## config.mk

```make
export PLATFORM = sky130hd
export DESIGN_NAME = clock_mode_ctrl
export DESIGN_NICKNAME = d
export VERILOG_FILES = /design/src/rtl/clock_mode_ctrl.sv
export SDC_FILE = /design/constraint.sdc
export NUM_CORES = 1
export LEC_CHECK = 0
export BUFFER_PORTS_ARGS = -buffer_cell sky130_fd_sc_hd__buf_2
export CORE_MARGIN = 2
export CORE_UTILIZATION = 30
export DETAILED_ROUTE_END_ITERATION = 6
export SETUP_SLACK_MARGIN = 0.1
export SLEW_MARGIN = 0
export SYNTH_ARGS = -nofsm -noshare
export SYNTH_HDL_FRONTEND = slang
export SYNTH_SLANG_ARGS = --single-unit
```

## constraint.sdc

```tcl
create_clock -name clk -period 3.3 [get_ports clk]
set_input_delay 0.66 -clock clk [delete_from_list [all_inputs] [get_ports clk]]
set_output_delay 0.66 -clock clk [all_outputs]
set_load 0.02 [all_outputs]
```

## src/rtl/clock_mode_ctrl.sv

```systemverilog
// clock_mode_ctrl: seconds-tick prescaler plus RUN/SET_HR/SET_MIN set-time FSM; buttons in, tick_en/load strobe/edit values/mode/blink out
module clock_mode_ctrl #(
  parameter int TICK_DIV  = 100_000_000,
  parameter int BLINK_DIV = 25_000_000
) (
  input  logic       clk,
  input  logic       reset,
  input  logic       btn_mode,
  input  logic       btn_inc,
  input  logic [4:0] cur_hours,
  input  logic [5:0] cur_minutes,
  output logic       tick_en,
  output logic       load_en,
  output logic [4:0] load_hours,
  output logic [5:0] load_minutes,
  output logic [5:0] load_seconds,
  output logic [1:0] mode,
  output logic [4:0] edit_hours,
  output logic [5:0] edit_minutes,
  output logic       blink
);
  typedef enum logic [1:0] {RUN = 2'b00, SET_HR = 2'b01, SET_MIN = 2'b10} state_t;
  localparam int PW = $clog2(TICK_DIV);
  localparam int BW = BLINK_DIV > 1 ? $clog2(BLINK_DIV) : 1;
  localparam logic [PW-1:0] P_MAX = PW'(TICK_DIV - 1);
  localparam logic [BW-1:0] B_MAX = BW'(BLINK_DIV - 1);
  state_t state;
  logic [PW-1:0] presc;
  logic [BW-1:0] bcnt;
  assign tick_en = state == RUN && presc == P_MAX && !btn_mode;
  assign mode = state;
  assign load_hours = edit_hours;
  assign load_minutes = edit_minutes;
  assign load_seconds = '0;
  always_ff @(posedge clk) begin
    if (reset) begin
      state <= RUN;
      presc <= '0;
      bcnt <= '0;
      blink <= 1'b0;
      load_en <= 1'b0;
      edit_hours <= '0;
      edit_minutes <= '0;
    end else begin
      load_en <= 1'b0;
      if (state != RUN) begin
        bcnt <= bcnt == B_MAX ? '0 : bcnt + 1'b1;
        blink <= bcnt == B_MAX ? ~blink : blink;
      end
      case (state)
        RUN: begin
          presc <= (btn_mode || load_en || presc == P_MAX) ? '0 : presc + 1'b1;
          if (btn_mode) begin
            state <= SET_HR;
            edit_hours <= cur_hours;
            edit_minutes <= cur_minutes;
            blink <= 1'b1;
            bcnt <= '0;
          end
        end
        SET_HR: begin
          if (btn_mode) state <= SET_MIN;
          else if (btn_inc) edit_hours <= edit_hours == 5'd23 ? '0 : edit_hours + 5'd1;
        end
        SET_MIN: begin
          if (btn_mode) begin
            state <= RUN;
            load_en <= 1'b1;
            blink <= 1'b0;
            bcnt <= '0;
          end else if (btn_inc) edit_minutes <= edit_minutes == 6'd59 ? '0 : edit_minutes + 6'd1;
        end
        default: state <= RUN;
      endcase
    end
  end
endmodule
```

; After elaboration in Yosys (flattened, before gate mapping)
; Index checks and enable logic that the tools add are counted.
; W data, S select, Z words.
[word_totals]
ff_bits = 67
in_bits = 15
out_inout_bits = 33
elab_cells = 65
[classes]
addsub = 4
eq_ne = 13
mux = 25
bitwise = 2
n_reduce_logical = 14
[op_table]
columns = cell, n
row1 = $mux W25, 4
row2 = $add A27 B1 Y27 const B, 1
row3 = $eq A27 B27 Y1 const B, 1
row4 = $mux W27, 1
row5 = $add A25 B1 Y25 const B, 1
row6 = $eq A25 B25 Y1 const B, 1
row7 = $mux W6, 4
row8 = $mux W5, 4
row9 = $ne A2 B2 Y1 const B, 7
row10 = $pmux W6 S2, 1
row11 = $pmux W5 S2, 1
row12 = $reduce_and A4 Y1, 2
row13 = $add A6 B1 Y6 const B, 1
row14 = $eq A6 B6 Y1 const B, 1
row15 = $mux W2, 3
row16 = $pmux W2 S3, 1
row17 = $reduce_bool A2 Y1, 3
row18 = $add A5 B1 Y5 const B, 1
row19 = $eq A5 B5 Y1 const B, 1
row20 = $mux W1, 5
row21 = $reduce_or A2 Y1, 2
row22 = $reduce_and A3 Y1, 1
row23 = $eq A2 B1 Y1 const B, 1
row24 = $eq A2 B2 Y1 const B, 1
row25 = other kinds (6), 9

; Longest topological paths before layout
; Gate-level depths: netlist of the first run.
[depth]
word_depth = 5
ltp_mapped = 6
ltp_nobuf = 5

; Least setup slack after synthesis of the first run
; Ideal clock, no wire load.
[synth_timing]
path_type = reg2out
startpoint = register state[0] (netlist: mode[0])
endpoint = output port tick_en
arrival_ps = 1803
required_time_ps = 2640
path_slack_ps = 837
stages_incl_launch_ff = 5
n_path_buf = 2
path_cell_list = dfxtp_1 > clkbuf_1 > clkbuf_1 > or3_1 > nor4_1
[synth_via]
elab_chain_len = 3
[synth_lines]
columns = item, line_no
row1 = "start, declared", 27  ; state_t state;
row2 = "start signal, assigned", 37  ; state <= RUN;
row3 = "start signal, assigned", 54  ; state <= SET_HR;
row4 = "start signal, assigned", 62  ; if (btn_mode) state <= SET_MIN;
row5 = $logic_not A2 Y1, 30  ; assign tick_en = state == RUN && presc == P_MAX && !btn_mode;
row6 = $logic_and A1 B1 Y1 (2 in a row), 30
row7 = "end, declared", 12  ; output logic tick_en,
; No other way between the ends.

; Worst setup path in the final report of the first run
[layout_timing]
startpoint = register presc[14]
endpoint = output port tick_en
[layout_via]
elab_chain_len = 3
[layout_lines]
columns = item, line_no
row1 = "start, declared", 28  ; logic [PW-1:0] presc;
row2 = "start signal, assigned", 52  ; presc <= (btn_mode || load_en || presc == P_MAX) ? '0 : presc + 1'b1;
row3 = $eq A27 B27 Y1, 30
row4 = $logic_and A1 B1 Y1 (2 in a row), 30
; No other way between the ends.

==> results.tsv, run 1 <==
metric	value	unit
run status	finished, final reports clean	
EDFF count, synth	0	
Slew HR	0.512	
CTS Buf Count	9	
drt first pass iters	4	
RSZ-0062 raised after global routing	no	
CTS clock-pin slew for the worst setup and hold paths	0.05	ns
via count	3246	
Sw Share	0.252	
Hold Crit Class	flip-flop to flip-flop	
maxcap violations	0	
Synth Instances	426	
drt wl/cell	13.7	µm
H-tree lvl count	3	
clock power share	0.471	
Final Critical Period	2.63	ns
FP Rows	40	
number of buffers added on ports	41	
register bit total from synthesis	67	
Ant. Diodes	0	
Tcrit/Tclk final	0.796	
Total Routed Length	8190	µm
Crit. End Element	primary output	
setup_tns	0	ns
Starting Density	0.304	
Clock Path Buffers	2	
sequential share of power	0.417	
first-pass GRT wire length	14200	µm
Worst Tran Pin Value	0.731	ns
Final Setup Violations	0	
Sink Count	67	
Syn. warnings	0	
Setup Buffers After CTS	0	
Worst Skew	0.0102	ns
CP Max Fanout	6	
DRC Markers	0	
fin. max-slew vios	0	
post_cts resized	0	
Arr. time, crit path	1.97	ns
Tot Pwr	0.00209	W
final instance area	4130	µm²
clock latency on the worst-skew pair	0.33	ns
CTS tree	done	
Main synth FF type	dfxtp_1	
area delta synth->final	14.6	%
Seq/Total Area, Yosys	0.372	
GRT Residual Overflow	0	
hold_buf cts	0	
largest net degree at the start of global routing	45	
dpl cell area	3820	µm²
Final Hold Viols	0	
Ports	48	
Cell Int Power	0.00156	W
initial antenna violation count	0	
Data required, critical path	2.64	ns
Root Buffer	clkbuf_16	
Final Util	0.348	
commonest non-fill, non-tap cells in the layout	dfxtp_1 (67), buf_2 (41), nand2_1 (31)	
Pleak	1.35	nW
layout cells sized above 1	0.155	
die area	12900	µm²
nets@finish	467	
Die Wd	114	µm
vias per cell	5.41	
Peak supply drop	0.228	mV
HPWL after DPL	5580	µm
Synth Area per Inst	8.46	µm²
Setup CP Type	flip-flop to primary output	
die height	114	µm
library cells used by synthesis	52	
Placer Congestion	0.803	
vias in the first global route	3101	
core area	11900	µm²
initial DRC count	192	
CP Launch Type	flip-flop	
DRT antenna net count	0	
P_sw	0.000526	W
Peak Freq	0.381	GHz
Async SR Flop Fraction	0	
Comb power frac	0.112	
gr usage total	0.135	
most common cell after layout, fill and taps aside	dfxtp_1	
Synth Cell Area	3600	µm²
PwrDens	506	nW/µm²
logic make-up after synthesis:
| kind of cell | after synthesis | synth area share |
|---|---|---|
| AND/OR/NAND/NOR | 171 | 0.265 |
| AO/OA/AOI/OAI | 110 | 0.211 |
| other | 1 | 0.00104 |
| XOR/XNOR | 26 | 0.0632 |
| adder cells (fa/ha/maj) | 4 | 0.0139 |
| flip-flops | 67 | 0.372 |
| buffers and inverters | 46 | 0.0708 |
| multiplexers | 1 | 0.00312 |
per-layer routing:
metal	vias up	wire length (µm)	global-route usage
li1	1632	-	-
met1	1549	4010	0.172
met2	53	3730	0.215
met3	12	317	0.0399
met4	0	136	0.0537
met5	-	0	0
synthesized netlist by cell type (3+ instances only):
library cell | count | area [µm²]
nand3b_1 | 4 | 30.0
or3_1 | 16 | 100
nor2b_1 | 4 | 25.0
a211oi_1 | 16 | 120
a21oi_1 | 23 | 115
ha_1 | 4 | 50.1
nand4_1 | 16 | 100
nor3_1 | 8 | 40.0
a221oi_1 | 13 | 114
o21ai_0 | 26 | 130
dfxtp_1 | 67 | 1340
or4_1 | 13 | 97.6
nand2b_1 | 5 | 31.3
clkbuf_1 | 17 | 63.8
inv_1 | 6 | 22.5
xnor2_1 | 13 | 114
nand3_1 | 16 | 80.1
and3_1 | 6 | 37.5
a21o_1 | 3 | 22.5
a311oi_1 | 3 | 26.3
o31ai_1 | 10 | 75.1
nor4_1 | 8 | 50.1
nand2_1 | 31 | 116
nor2_1 | 29 | 109
a2bb2oi_1 | 5 | 43.8
xor2_1 | 13 | 114
buf_4 | 17 | 128
registers in the layout (all words and copies together) (netlist names):
register,count
edit_hours,5
edit_minutes,6
bcnt,25
blink,1
presc,27
mode,2
load_en,1
stage by stage:
step / worst slack, ns / hold slack, ns / cells
2_1_floorplan: 0.837 / 0.447 / 431
3_3_place_gp: 0.845 / 0.459 / 584
3_5_place_dp: 0.758 / 0.471 / 584
4_1_cts: 0.643 / 0.478 / 600
5_1_grt: 0.515 / 0.508 / 600
6_report: 0.672 / 0.477 / 600
power groups by stage:
stage | logic (W) | clock network (W) | registers, W
2_1_floorplan | 0.000175 | 0 | 0.000895
3_3_place_gp | 0.000233 | 0 | 0.000886
3_5_place_dp | 0.000234 | 0 | 0.000889
4_1_cts | 0.000235 | 0.00100 | 0.000872
5_1_grt | 0.000257 | 0.00105 | 0.000877
6_report | 0.000234 | 0.000984 | 0.000872
area by class of cell:
| type | count | area [µm²] |
|---|---|---|
| clock buffer | 15 | 278 |
| clock inverter | 1 | 30.0 |
| fill | 1240 | 7730 |
| inverter | 6 | 22.5 |
| multi-input combinational | 318 | 2030 |
| sequential | 67 | 1340 |
| tap | 147 | 184 |
| timing repair buffer | 46 | 243 |
critical path, stage by stage (launching register included):
cell and delay (ns):
dfxtp_1 0.40, nand4_1 0.17, or3_1 0.52, nor4_1 0.32
buf_2 0.22
final timing paths:
check	to	cells past startpoint	from	slack (ns)
hold / removal	bcnt[1]	2	bcnt[1]	0.48
setup reg to reg	bcnt[23]	4	mode[0]	0.75
hold reg to reg	bcnt[1]	2	bcnt[1]	0.48
setup / recovery	tick_en	4	presc[14]	0.67
(Power assumes the default switching activity.)
==> run 2, diff against run 1 <==
==> constraint.sdc (replaced) <==
create_clock -name clk -period 2.5 [get_ports clk]
set_input_delay 0.5 -clock clk [delete_from_list [all_inputs] [get_ports clk]]
set_output_delay 0.5 -clock clk [all_outputs]
set_load 0.02 [all_outputs]
==> results.tsv, run 2 (same netlist as run 1, synthesis figures left out) <==
metric	value	unit	change
Tcrit/Tclk final	0.943		
Clock Path Buffers	2		unchanged
Worst Skew	0.00340	ns	-0.00679 ns
Comb power frac	0.122		+0.010
first-pass GRT wire length	13700	µm	-3.7%
clock power share	0.459		-0.012
Final Critical Period	2.36	ns	
Final Hold Viols	0		unchanged
GRT Residual Overflow	0		unchanged
Ant. Diodes	0		unchanged
Critical path origin	presc[0]		
Worst Tran Pin Value	0.653	ns	-0.0781 ns
HPWL after DPL	5680	µm	+1.9%
Buffers & Inverters on Critical Path	0		-1
Cell Int Power	0.00202	W	+29%
H-tree lvl count	3		unchanged
clock latency on the worst-skew pair	0.33	ns	about the same
core area	11900	µm²	unchanged
Placer Congestion	0.822		+2.3%
biggest regs	presc (27), bcnt (25), edit_minutes (6)		
CTS clock-pin slew for the worst setup and hold paths	0.05	ns	about the same
die area	12900	µm²	unchanged
P_sw	0.000698	W	+33%
Hold Crit Class	input port to flip-flop		
Data required, critical path	2.74	ns	+0.10 ns
most common cell after layout, fill and taps aside	dfxtp_1		
drt wl/cell	13.6	µm	-0.59%
RSZ-0062 raised after global routing	yes		
Placed Instances	591		+1.2%
largest net degree at the start of global routing	25		-44%
CTS Buf Count	9		unchanged
fin. max-slew vios	0		unchanged
FP Rows	40		unchanged
FF-to-FF path depth	5		+1
dpl cell area	3890	µm²	+1.7%
Setup CP Type	flip-flop to flip-flop		
commonest non-fill, non-tap cells in the layout	dfxtp_1 (65), buf_2 (41), nand2_1 (31)		
Biggest register	presc		
number of flip-flops in the largest register	27		unchanged
Die Wd	114	µm	unchanged
Crit path depth	5		+1
Pleak	1.39	nW	+2.4%
Crit. End Element	flip-flop		
sequential share of power	0.419		+0.002
vias per cell	5.37		-0.79%
maxcap violations	0		unchanged
DRT antenna net count	0		unchanged
Slew HR	0.565		+0.0528
cells along the critical path	ha_1 -> or3b_4 -> or4_4 -> or4_1 -> a221oi_1		
Cell Count, Final, Fillers Out	607		+1.2%
vias in the first global route	2929		-5.5%
hold_buf cts	0		unchanged
Crit-path slowest cell	or4_4		
R2R setup slack	0.14	ns	-0.61 ns
Slowest Stage Delay on Critical Path	0.52	ns	about the same
initial DRC count	136		-29%
die height	114	µm	unchanged
nets@finish	474		+1.5%
CTS tree	done		
final instance area	4190	µm²	+1.5%
CP Max Fanout	14		+8
Tot Pwr	0.00272	W	+30%
Fillers	1216		-1.9%
initial antenna violation count	0		unchanged
DRC Markers	0		unchanged
Arr. time, crit path	2.59	ns	+0.62 ns
reg2reg end	presc[24]		
delay-heaviest family, CP	simple AND/OR/NAND/NOR gates		
Peak supply drop	0.297	mV	+30%
area delta synth->final	16.3	%	
Final Setup Violations	0		unchanged
PwrDens	648	nW/µm²	+28%
via count	3258		+0.37%
drt first pass iters	4		unchanged
Sw Share	0.257		+0.00545
crit path capture	presc[24]		
Ports	48		unchanged
number of buffers added on ports	41		unchanged
Peak Freq	0.424	GHz	
CP Launch Type	flip-flop		
gr usage total	0.130		-0.00505
run status	finished, final reports clean		
worst r2r src	presc[0]		
Starting Density	0.304		unchanged
Root Buffer	clkbuf_16		
layout cells sized above 1	0.174		+0.0194
Sink Count	67		unchanged
Total Routed Length	8240	µm	+0.57%
setup_tns	0	ns	unchanged
==> run 2: cell types whose count changed in the layout (fill, tap and decap cells not counted), sizes merged <==
cell / previous run / this run
clkinv: 0 / 1
clkbuf: 15 / 14
buf: 46 / 53
==> run 2: how the worst min path moves through the flow <==
stage / startpoint / to / slack (ns) / cells after the start
2_1_floorplan: bcnt[24] / bcnt[24] / 0.45 / 2
3_3_place_gp: bcnt[1] / bcnt[1] / 0.46 / 2
3_5_place_dp: bcnt[24] / bcnt[24] / 0.47 / 2
4_1_cts: cur_minutes[1] / edit_minutes[1] / 0.43 / 3
5_1_grt: cur_minutes[1] / edit_minutes[1] / 0.45 / 3
6_report: cur_minutes[1] / edit_minutes[1] / 0.43 / 3
==> run 2: worst reg2reg max path, stage by stage (launching register included) <==
cell	delay, ns
dfxtp_1	0.38
ha_1	0.18
or3b_4	0.41
or4_4	0.52
or4_1	0.49
a221oi_1	0.28
==> run 2: layout make-up <==
cell class | count | area (µm²) | share of cell area
clock buffers | 14 | 254 | 0.0606
clock inverters | 2 | 35.0 | 0.00836
inverters | 6 | 22.5 | 0.00537
multi-input cells | 318 | 2050 | 0.488
flip-flops and latches | 67 | 1340 | 0.321
well taps | 147 | 184 | 0.0439
repair buffers | 53 | 308 | 0.0734
==> run 2: per-stage QoR <==
step	setup WS, ns	hold WS (ns)	utilization
6_report	0.142	0.434	0.353
5_1_grt	0.0861	0.450	0.353
4_1_cts	0.150	0.427	0.353
3_5_place_dp	0.174	0.469	0.328
3_3_place_gp	0.203	0.460	0.328
2_1_floorplan	0.197	0.447	-
==> run 2: timing repair <==
action / CTS / global route
setup buffers: 0 / 0
pin swaps: 2 / 1
endpoints found under the setup margin: 1 / 4
resized for setup: 2 / 2
==> run 2: layer usage <==
layer  vias to the layer above  wire (µm)  track usage
li1                       1650          -            -
met3                        12        370       0.0292
met4                         0        154       0.0585
met2                        73       3750        0.205
met5                         -          0            0
met1                      1523       3970        0.170
==> run 2: power by group through the flow <==
| stage | clock network [W] | logic, W | registers [W] |
|---|---|---|---|
| after CTS | 0.00127 | 0.000335 | 0.00114 |
| after global routing | 0.00131 | 0.000365 | 0.00114 |
| after detailed placement | 0 | 0.000333 | 0.00116 |
| after floorplan | 0 | 0.000231 | 0.00118 |
| after global placement | 0 | 0.000330 | 0.00116 |
| final | 0.00125 | 0.000332 | 0.00114 |
==> run 3, diff against run 2 <==
--- a/config.mk
+++ b/config.mk
@@ -5,10 +5,12 @@
 export SDC_FILE = /design/constraint.sdc
 export NUM_CORES = 1
 export LEC_CHECK = 0
-export BUFFER_PORTS_ARGS = -buffer_cell sky130_fd_sc_hd__buf_2
 export CORE_MARGIN = 2
 export CORE_UTILIZATION = 30
 export DETAILED_ROUTE_END_ITERATION = 6
+export DONT_BUFFER_PORTS = 1
+export GPL_TIMING_DRIVEN = 0
+export PLACE_DENSITY_LB_ADDON = 0.1
 export SETUP_SLACK_MARGIN = 0.1
 export SLEW_MARGIN = 0
 export SYNTH_ARGS = -nofsm -noshare
==> results.tsv, run 3 (same netlist as run 1, synthesis figures left out) <==
metric	value	unit	change
run status	finished, final reports clean		
largest net degree at the start of global routing	12		-52%
clock power share	0.462		+0.003
core area	11900	µm²	unchanged
hold_buf cts	0		unchanged
CP Max Fanout	10		-4
number of flip-flops in the largest register	27		unchanged
commonest non-fill, non-tap cells in the layout	dfxtp_1 (63), nand2_1 (31), nor2_1 (29)		
Hold Path Sink	edit_minutes[1]		
most common cell after layout, fill and taps aside	dfxtp_1		
Total Routed Length	9330	µm	+13%
Final Hold Viols	0		unchanged
vias per cell	5.48		+2.1%
Data required, critical path	2.00	ns	-0.74 ns
maxcap violations	0		unchanged
Hold Crit Class	input port to flip-flop		
Peak supply drop	0.310	mV	+4.3%
Crit. End Element	primary output		
Ports	48		unchanged
Starting Density	0.304		unchanged
die height	114	µm	unchanged
biggest regs	presc (27), bcnt (25), edit_minutes (6)		
fin. max-slew vios	0		unchanged
Comb power frac	0.109		-0.013
Die Wd	114	µm	unchanged
first-pass GRT wire length	15400	µm	+13%
Arr. time, crit path	1.89	ns	-0.70 ns
FF-to-FF path depth	6		+1
WHS	0.336	ns	-0.0981 ns
gr usage total	0.150		+0.0198
nets@finish	463		-2.3%
CP Launch Type	flip-flop		
Setup CP Type	flip-flop to primary output		
HP Start	cur_minutes[1]		
initial antenna violation count	0		unchanged
P_sw	0.000736	W	+5.3%
Slew HR	0.566		+0.00137
Biggest register	presc		
Final Util	0.353		about the same
via count	3266		+0.25%
Clock Path Buffers	2		unchanged
drt first pass iters	4		unchanged
PwrDens	654	nW/µm²	+0.91%
final instance area	4190	µm²	about the same
reg2reg end	presc[20]		
setup_tns	0	ns	unchanged
Final Setup Violations	0		unchanged
worst r2r src	presc[0]		
RSZ-0062 raised after global routing	yes		
HPWL after DPL	6510	µm	+15%
Tot Pwr	0.00274	W	+0.88%
Sw Share	0.268		+0.0114
Root Buffer	clkbuf_16		
hold depth	2		-1
sequential share of power	0.429		+0.010
Pleak	1.32	nW	-4.8%
Worst Tran Pin Value	0.651	ns	-0.00206 ns
DRC Markers	0		unchanged
CTS Buf Count	9		unchanged
CTS clock-pin slew for the worst setup and hold paths	0.06	ns	about the same
initial DRC count	179		+32%
dpl cell area	3810	µm²	-2.1%
Final Critical Period	2.39	ns	+0.0282 ns
CTS tree	done		
Cell Int Power	0.00200	W	-0.66%
Worst Skew	0.00367	ns	+0.000270 ns
number of buffers added on ports	0		-100%
GRT Residual Overflow	0		unchanged
Sink Count	67		unchanged
die area	12900	µm²	unchanged
drt wl/cell	15.6	µm	+15%
vias in the first global route	3074		+5.0%
area delta synth->final	16.3	%	about the same
Ant. Diodes	0		unchanged
Tcrit/Tclk final	0.954		+0.0113
clock latency on the worst-skew pair	0.33	ns	about the same
FP Rows	40		unchanged
R2R setup slack	0.21	ns	+0.07 ns
Placer Congestion	0.768		-6.5%
H-tree lvl count	3		unchanged
layout cells sized above 1	0.140		-0.0336
Peak Freq	0.419	GHz	-1.2%
DRT antenna net count	0		unchanged
==> run 3: cell count changes in the layout (fill, tap and decap cells not counted), moves of 2 or more <==
cell	change
buf_2	-40
buf_4	+10
clkbuf_1	+7
clkbuf_2	+4
clkinv_2	+4
buf_6	+3
dfxtp_1	-2
dfxtp_4	+2
==> run 3: power groups by stage <==
stage,Combinational [W],Clock [W],Sequential (W)
detailed placement,0.000286,0,0.00120
floorplan,0.000231,0,0.00118
finish,0.000298,0.00127,0.00118
CTS,0.000296,0.00130,0.00117
global placement,0.000286,0,0.00120
global route,0.000335,0.00135,0.00118
==> run 3: critical path: stages (launching register included) <==
cell and delay [ns]:
dfxtp_4 0.38, buf_4 0.18, buf_4 0.17, or3_4 0.38, nor4_4 0.45
==> run 3: repair_timing <==
item | CTS | global route
setup buffers | 1 | 1
endpoints found under the setup margin | 27 | 37
pin swaps | 2 | 2
resized for setup | 16 | 13
cloned | 0 | 0
==> run 3: worst max-delay path by stage <==
| stage | startpoint | to | slack (ns) | cells past startpoint |
|---|---|---|---|---|
| 5_1_grt | presc[14] | tick_en | 0.05 | 4 |
| 4_1_cts | mode[1] | tick_en | 0.08 | 4 |
| 3_5_place_dp | mode[0] | tick_en | -0.21 | 4 |
| 6_report | mode[1] | tick_en | 0.11 | 4 |
| 2_1_floorplan | mode[0] | tick_en | 0.20 | 4 |
| 3_3_place_gp | mode[0] | tick_en | -0.21 | 4 |
==> run 3: per-stage QoR <==
stage                     std cells  worst slack [ns]
after floorplan                 431             0.197
after global placement          578            -0.208
after detailed placement        578            -0.207
after CTS                       595            0.0780
after global routing            596            0.0534
final                           596             0.114
==> run 3: routing by layer <==
metal,share of wire,global-route usage
met1,0.49,0.205
met2,0.43,0.223
met3,0.056,0.0308
met4,0.024,0.0772
met5,0,0
==> run 3: area by class of cell <==
class                   instances  area, µm²
plain buffers                  40        260
clock buffers                  10        239
clock inverters                 6       55.1
fillers                      1236       7670
inverters                       6       22.5
multi-input cells             318       2060
flip-flops and latches         67       1350
well taps                     147        184
repair buffers                  2       15.0
